==> src/rtl/rmc_result_drain_pkg.sv <==
// Shared types and the lane shift/saturate arithmetic for the result drain.
package rmc_result_drain_pkg;

    // Working width for the lane arithmetic; wide enough for any legal lane width.
    localparam int CALC_W = 64;

    typedef enum logic [1:0] {
        ST_IDLE  = 2'd0,
        ST_SEND  = 2'd1,
        ST_WRITE = 2'd2
    } state_t;

    // Arithmetic right shift followed by clamping to a signed res_w-bit range.
    // sat reports whether clamping was applied.
    function automatic logic signed [CALC_W-1:0] sat_shift(
        input  logic signed [CALC_W-1:0] x,
        input  int                       shift,
        input  int                       res_w,
        output logic                     sat
    );
        logic signed [CALC_W-1:0] y;
        logic signed [CALC_W-1:0] maxv;
        logic signed [CALC_W-1:0] minv;
        y    = x >>> shift;
        maxv = (64'sd1 <<< (res_w - 1)) - 64'sd1;
        minv = -(64'sd1 <<< (res_w - 1));
        sat  = 1'b1;
        if (y > maxv) begin
            sat_shift = maxv;
        end else if (y < minv) begin
            sat_shift = minv;
        end else begin
            sat_shift = y;
            sat       = 1'b0;
        end
    endfunction

endpackage

==> src/rtl/rmc_result_drain_if.sv <==
// Result-side bus: lane stream (valid/ready) plus the result BRAM write port.
interface rmc_result_drain_if #(
    parameter int NUM_LANES = 8,
    parameter int RES_WIDTH = 8,
    parameter int RES_DEPTH = 64
) ();
    localparam int ADDR_W = (RES_DEPTH > 1) ? $clog2(RES_DEPTH) : 1;

    logic                              M_VALID;
    logic                              M_READY;
    logic signed [RES_WIDTH-1:0]       M_DATA;
    logic                              M_LAST;
    logic                              WR_EN;
    logic [ADDR_W-1:0]                 WR_ADDR;
    logic [NUM_LANES*RES_WIDTH-1:0]    WR_DATA;

    modport master (
        output M_VALID, M_DATA, M_LAST, WR_EN, WR_ADDR, WR_DATA,
        input  M_READY
    );

    modport slave (
        input  M_VALID, M_DATA, M_LAST, WR_EN, WR_ADDR, WR_DATA,
        output M_READY
    );
endinterface

==> src/rtl/rmc_result_drain_lane_sat.sv <==
// One accumulator lane: arithmetic right shift then saturate to the result width.
module rmc_lane_sat
    import rmc_result_drain_pkg::*;
#(
    parameter int DSPOUT_WIDTH = 16,
    parameter int RES_WIDTH    = 8,
    parameter int SHIFT        = 0
) (
    input  logic signed [DSPOUT_WIDTH-1:0] i_lane,
    output logic signed [RES_WIDTH-1:0]    o_res,
    output logic                           o_sat
);
    logic w_sat;

    // Sign-extend to the working width, shift, clamp and narrow.
    always_comb begin
        w_sat = 1'b0;
        o_res = RES_WIDTH'(sat_shift(CALC_W'(i_lane), SHIFT, RES_WIDTH, w_sat));
        o_sat = w_sat;
    end
endmodule

==> src/rtl/rmc_result_drain.sv <==
// Result drain: captures the PU accumulator row on the DONE rising edge,
// streams the saturated lanes one per handshake, then writes the row to BRAM.
module rmc_result_drain
    import rmc_result_drain_pkg::*;
#(
    parameter int NUM_LANES    = 8,
    parameter int DSPOUT_WIDTH = 16,
    parameter int RES_WIDTH    = 8,
    parameter int SHIFT        = 0,
    parameter int RES_DEPTH    = 64
) (
    input  logic                              CLK,
    input  logic                              RSTN,
    input  logic                              PU_DONE,
    input  logic [NUM_LANES*DSPOUT_WIDTH-1:0] PU_OUT,
    input  logic                              CLR,
    rmc_result_drain_if.master                m_if,
    output logic                              BUSY,
    output logic                              SAT_FLAG,
    output logic                              DROP_ERR
);
    localparam int ADDR_W = (RES_DEPTH > 1) ? $clog2(RES_DEPTH) : 1;
    localparam int LANE_W = (NUM_LANES > 1) ? $clog2(NUM_LANES) : 1;
    localparam logic [ADDR_W-1:0] LAST_ADDR = ADDR_W'(RES_DEPTH - 1);
    localparam logic [LANE_W-1:0] LAST_LANE = LANE_W'(NUM_LANES - 1);

    state_t                         r_state;
    state_t                         w_next;
    logic                           r_done_d;
    logic [LANE_W-1:0]              r_lane;
    logic [ADDR_W-1:0]              r_addr;
    logic                           r_sat;
    logic                           r_drop;
    logic [NUM_LANES*RES_WIDTH-1:0] r_row;
    logic [NUM_LANES*RES_WIDTH-1:0] w_row_sat;
    logic [NUM_LANES-1:0]           w_lane_sat;
    logic                           w_done_rise;
    logic                           w_last;
    logic                           w_capture;
    logic                           w_advance;
    logic                           w_write;
    logic                           w_drop;

    for (genvar j = 0; j < NUM_LANES; j++) begin : g_lane
        rmc_lane_sat #(
            .DSPOUT_WIDTH (DSPOUT_WIDTH),
            .RES_WIDTH    (RES_WIDTH),
            .SHIFT        (SHIFT)
        ) u_sat (
            .i_lane (PU_OUT[j*DSPOUT_WIDTH +: DSPOUT_WIDTH]),
            .o_res  (w_row_sat[j*RES_WIDTH +: RES_WIDTH]),
            .o_sat  (w_lane_sat[j])
        );
    end

    assign w_done_rise = PU_DONE & ~r_done_d;
    assign w_last      = (r_lane == LAST_LANE);

    // Next-state logic; a DONE rise outside IDLE is dropped and flagged.
    always_comb begin
        w_next    = r_state;
        w_capture = 1'b0;
        w_advance = 1'b0;
        w_write   = 1'b0;
        w_drop    = 1'b0;
        unique case (r_state)
            ST_IDLE: begin
                if (w_done_rise) begin
                    w_capture = 1'b1;
                    w_next    = ST_SEND;
                end
            end
            ST_SEND: begin
                w_drop = w_done_rise;
                if (m_if.M_READY) begin
                    if (w_last) begin
                        w_next = ST_WRITE;
                    end else begin
                        w_advance = 1'b1;
                    end
                end
            end
            ST_WRITE: begin
                w_drop  = w_done_rise;
                w_write = 1'b1;
                w_next  = ST_IDLE;
            end
            default: w_next = ST_IDLE;
        endcase
    end

    // State register.
    always_ff @(posedge CLK or negedge RSTN) begin
        if (!RSTN) begin
            r_state <= ST_IDLE;
        end else begin
            r_state <= w_next;
        end
    end

    // DONE edge detector, lane counter and wrapping write address.
    always_ff @(posedge CLK or negedge RSTN) begin
        if (!RSTN) begin
            r_done_d <= 1'b0;
            r_lane   <= '0;
            r_addr   <= '0;
        end else begin
            r_done_d <= PU_DONE;
            if (w_capture) begin
                r_lane <= '0;
            end else if (w_advance) begin
                r_lane <= r_lane + 1'b1;
            end
            if (w_write) begin
                r_addr <= (r_addr == LAST_ADDR) ? '0 : r_addr + 1'b1;
            end
        end
    end

    // Sticky flags; a set event in the same cycle as CLR wins.
    always_ff @(posedge CLK or negedge RSTN) begin
        if (!RSTN) begin
            r_sat  <= 1'b0;
            r_drop <= 1'b0;
        end else begin
            if (w_capture && (|w_lane_sat)) begin
                r_sat <= 1'b1;
            end else if (CLR) begin
                r_sat <= 1'b0;
            end
            if (w_drop) begin
                r_drop <= 1'b1;
            end else if (CLR) begin
                r_drop <= 1'b0;
            end
        end
    end

    // Row holding register; outputs are gated by state so it needs no reset.
    always_ff @(posedge CLK) begin
        if (w_capture) begin
            r_row <= w_row_sat;
        end
    end

    // Output decode from the registered state.
    always_comb begin
        m_if.M_VALID = (r_state == ST_SEND);
        m_if.M_LAST  = (r_state == ST_SEND) && w_last;
        m_if.M_DATA  = '0;
        if (r_state == ST_SEND) begin
            m_if.M_DATA = r_row[r_lane*RES_WIDTH +: RES_WIDTH];
        end
        m_if.WR_EN   = (r_state == ST_WRITE);
        m_if.WR_ADDR = r_addr;
        m_if.WR_DATA = (r_state == ST_WRITE) ? r_row : '0;
        BUSY         = (r_state != ST_IDLE);
        SAT_FLAG     = r_sat;
        DROP_ERR     = r_drop;
    end
endmodule

==> src/flat_wrapper.sv <==
// flat-port wrapper written by rule: the top's interface ports become plain ports
module rmc_result_drain_flat import rmc_result_drain_pkg::*;
#(
    parameter int NUM_LANES    = 8,
    parameter int DSPOUT_WIDTH = 16,
    parameter int RES_WIDTH    = 8,
    parameter int SHIFT        = 0,
    parameter int RES_DEPTH    = 64
)
  (CLK, RSTN, PU_DONE, PU_OUT, CLR, BUSY, SAT_FLAG, DROP_ERR, m_if_M_VALID, m_if_M_DATA, m_if_M_LAST, m_if_WR_EN, m_if_WR_ADDR, m_if_WR_DATA, m_if_M_READY);
  rmc_result_drain_if #(.NUM_LANES(NUM_LANES), .RES_WIDTH(RES_WIDTH), .RES_DEPTH(RES_DEPTH)) m_if_i ();
  input  logic CLK;
  input  logic RSTN;
  input  logic PU_DONE;
  input  logic [NUM_LANES*DSPOUT_WIDTH-1:0] PU_OUT;
  input  logic CLR;
  output logic BUSY;
  output logic SAT_FLAG;
  output logic DROP_ERR;
  output wire logic [$bits(m_if_i.M_VALID)-1:0] m_if_M_VALID;
  output wire logic [$bits(m_if_i.M_DATA)-1:0] m_if_M_DATA;
  output wire logic [$bits(m_if_i.M_LAST)-1:0] m_if_M_LAST;
  output wire logic [$bits(m_if_i.WR_EN)-1:0] m_if_WR_EN;
  output wire logic [$bits(m_if_i.WR_ADDR)-1:0] m_if_WR_ADDR;
  output wire logic [$bits(m_if_i.WR_DATA)-1:0] m_if_WR_DATA;
  input wire logic [$bits(m_if_i.M_READY)-1:0] m_if_M_READY;
  assign m_if_M_VALID = m_if_i.M_VALID;
  assign m_if_M_DATA = m_if_i.M_DATA;
  assign m_if_M_LAST = m_if_i.M_LAST;
  assign m_if_WR_EN = m_if_i.WR_EN;
  assign m_if_WR_ADDR = m_if_i.WR_ADDR;
  assign m_if_WR_DATA = m_if_i.WR_DATA;
  assign m_if_i.M_READY = m_if_M_READY;
  rmc_result_drain #(.NUM_LANES(NUM_LANES), .DSPOUT_WIDTH(DSPOUT_WIDTH), .RES_WIDTH(RES_WIDTH), .SHIFT(SHIFT), .RES_DEPTH(RES_DEPTH)) u_core (.CLK(CLK), .RSTN(RSTN), .PU_DONE(PU_DONE), .PU_OUT(PU_OUT), .CLR(CLR), .m_if(m_if_i), .BUSY(BUSY), .SAT_FLAG(SAT_FLAG), .DROP_ERR(DROP_ERR));
endmodule
==> config.mk <==
export PLATFORM = sky130hd
export DESIGN_NAME = rmc_result_drain_flat
export DESIGN_NICKNAME = d
export VERILOG_FILES = /design/src/rtl/rmc_result_drain_pkg.sv /design/src/rtl/rmc_result_drain_if.sv /design/src/rtl/rmc_result_drain_lane_sat.sv /design/src/rtl/rmc_result_drain.sv /design/src/flat_wrapper.sv
export SDC_FILE = /design/constraint.sdc
export NUM_CORES = 1
export LEC_CHECK = 0
export ABC_AREA = 1
export BUFFER_PORTS_ARGS = -buffer_cell sky130_fd_sc_hd__buf_2
export CAP_MARGIN = 20
export CORE_MARGIN = 10
export CORE_UTILIZATION = 40
export DETAILED_ROUTE_END_ITERATION = 10
export PLACE_DENSITY = 0.68
export REMOVE_ABC_BUFFERS = 1
export SLEW_MARGIN = 20
export SYNTH_ARGS = -nofsm -noshare
export SYNTH_HDL_FRONTEND = slang
export SYNTH_SLANG_ARGS = --single-unit
==> constraint.sdc <==
create_clock -name CLK -period 11.2 [get_ports CLK]
set_input_delay 1.12 -clock CLK [delete_from_list [all_inputs] [get_ports CLK]]
set_output_delay 1.12 -clock CLK [all_outputs]
set_load 0.05 [all_outputs]
==> out/metrics.cfg <==
[synth]
seq_area_frac_synth_pct=47.2
synth.distinct_cells=28
yosys_warnings=0
ys_seq_elements=78
yosys-top-cells-area=edfxtp_1, nand2_1, nor2_1
syn_inst=670
synth_edf_count=64
synth_area_um2=4820
syn_area_per_cell_um2=7.19
synth_flop_cell=edfxtp_1
yosysTopAreaCell=edfxtp_1
async_flop_share_pct=17.9
yosysTopAreaCellShare_pct=39.9

[detailed_routing]
num_vias=4667
first_iter_violations=240
antenna_left=0
via_per_inst=4.56
routed_wirelength_um=14800
wl_per_cell_um=14.5
dr.pass1.iters=5
drc_errors=0

[clocking]
cts_made_buffers=9
cts_setup_buffers=0
clockRootBuffer=clkbuf_16
clockBufferDepth=2
clk_pin_slew_ns=0.06
worstSkewPairLatency_ns=0.33
clock-sinks=78
cts_tree=yes
cts_max_level=3
cts_resized=0
ctsHoldBuffers=0

[hold_path]
worstHoldEndpoint=u_core.DROP_ERR$_DFFE_PN0P_
hold_start=u_core.DROP_ERR$_DFFE_PN0P_
hold_depth=1
hold_class=reg2reg

[grt]
grt_pass1_wl_um=22800
grt_usage_pct=17.3
grt_remaining_overflow=0
grt_max_degree=67
grt_pass1_vias=4654
antenna_found_initial=0

[critical_path]
worstReg2RegEnd=u_core.r_lane[0]$_DFFE_PN0P_
rrSetupSlack_ns=9.15
crit_path_top_delay_cell=dfrtp_1
cp_common_cell=nor2_1
crit_fanout=34
r2r_cells=8
crit_type=reg2out
crit_chain=inv_2, nor2_1, o32ai_1, o21ai_1, nor2_1, buf_2
crit_family=flip-flops
critPathLaunch=u_core.r_lane[0]$_DFFE_PN0P_
crit_required_ns=10.08
critPathLaunchType=flop
rr_startpoint=u_core.r_state[1]$_DFFE_PN0P_
crit_path_max_incr_delay_ns=1.00
critPathArrivalTime_ns=2.62
worst-path-buf-inv=2
endpoint_kind=output pin

[sta]
fin_skew_ns=0.00463
whs_ns=0.498
hold_viol=0
fmax_ghz=0.267
slew_violations=0
min_period_ns=3.74
tightest_slew_ns=1.02
grt_setup_unrepaired=false
finalSetupTns_ns=0
setup_violations=0
fin_crit_sh_pct=33.4
relSlewSlack_pct=31.9

[die]
die_y_um=130
design.die.area_um2=16800
floorplan.initialDensity_pct=40.5
io_pins=217
coreArea_um2=11900
fp-row-count=40
fp.dieW_um=130

[place]
dp_hpwl_um=12200
port_buffers=216
gp_congestion=0.861

[final_layout]
area_growth_pct=30.7
multiInputGateArea_um2=2020
layout.nets=1011
drive_gt1_share_pct=30.0
fillers=1221
register_area_um2=2270
final_cell_mix=nand2_1, buf_2, nor2_1
diodes=0
layout_commonest_cell=nand2_1

[pwr]
power_switching_mw=0.698
comb_power_share_pct=47.7
p_seq_share_pct=29.6
ir_drop_mv=0.105
power.density_nw_per_um2=232
total_power_mw=1.46
netSwitchingFraction_pct=47.8
p_int_mw=0.762
p_leak_nw=3.53
pwr-share-clk_pct=22.7

[job]
cap_violations=0

[run_status]
status=finished clean

==> how the worst max path moves through the flow <==
stage | slack [ns] | to | cells past startpoint
2_1_floorplan | 6.50 | u_core.r_lane[0]$_DFFE_PN0P_ | 5
3_3_place_gp | 7.95 | m_if_M_DATA[0] | 6
3_5_place_dp | 7.88 | m_if_M_DATA[0] | 6
4_1_cts | 7.51 | m_if_M_DATA[0] | 6
5_1_grt | 7.23 | m_if_M_DATA[0] | 6
6_report | 7.46 | m_if_M_DATA[0] | 6
==> per-stage QoR <==
stage / utilization, % / cells / setup WS, ns / cell area (um2)
after global placement: 50.0 / 1008 / 7.95 / 5960
after detailed placement: 50.0 / 1008 / 7.88 / 5960
after global routing: 52.9 / 1024 / 7.23 / 6300
after CTS: 52.9 / 1024 / 7.51 / 6300
after floorplan: - / 643 / 6.50 / 4670
final: 52.9 / 1024 / 7.46 / 6300
==> flip-flops by register name (all words and copies together) (netlist names) <==
name / flops
u_core.DROP_ERR: 1
u_core.r_lane: 3
u_core.SAT_FLAG: 1
u_core.r_done_d: 1
u_core.m_if.WR_ADDR: 6
u_core.r_state: 2
u_core.r_row: 64
==> power by group through the flow <==
stage / sequential (mW) / clock, mW / combinational, mW
after floorplan: 0.462 / 0 / 0.485
after global placement: 0.437 / 0 / 0.696
after detailed placement: 0.438 / 0 / 0.701
after CTS: 0.432 / 0.336 / 0.703
after global routing: 0.442 / 0.346 / 0.758
final: 0.433 / 0.331 / 0.697
==> area by class of cell <==
| cell class | count | share of cell area (%) |
|---|---|---|
| flip-flops and latches | 78 | 36.1 |
| multi-input cells | 462 | 32.1 |
| repair buffers | 218 | 17.4 |
| inverters | 103 | 6.14 |
| clock buffers | 9 | 3.58 |
| well taps | 147 | 2.92 |
| clock inverters | 7 | 1.79 |
==> per-layer routing <==
metal / global-route usage [%] / share of wire, %
met1: 19.9 / 40
met2: 30.0 / 50
met4: 6.55 / 2.5
met3: 4.87 / 7.0
met5: 0 / 0
==> Yosys cell counts, types with 9 or more instances <==
cell type	count
o21ai_1	15
a21oi_1	9
inv_2	22
clkbuf_1	11
dfrtp_1	14
buf_2	11
edfxtp_1	64
o32ai_1	10
o21ai_0	15
nor2_1	144
nand2_1	243
inv_1	80
==> kinds of logic after synthesis <==
family | count (synthesis) | share of synthesized area (%)
compound gates | 58 | 8.41
xor+xnor | 2 | 0.364
fa+ha+maj | 6 | 1.56
buf+inv | 130 | 11.1
flops | 78 | 47.2
mux | 1 | 0.234
simple gates | 395 | 31.2
Power figures use the tool's default switching activity.
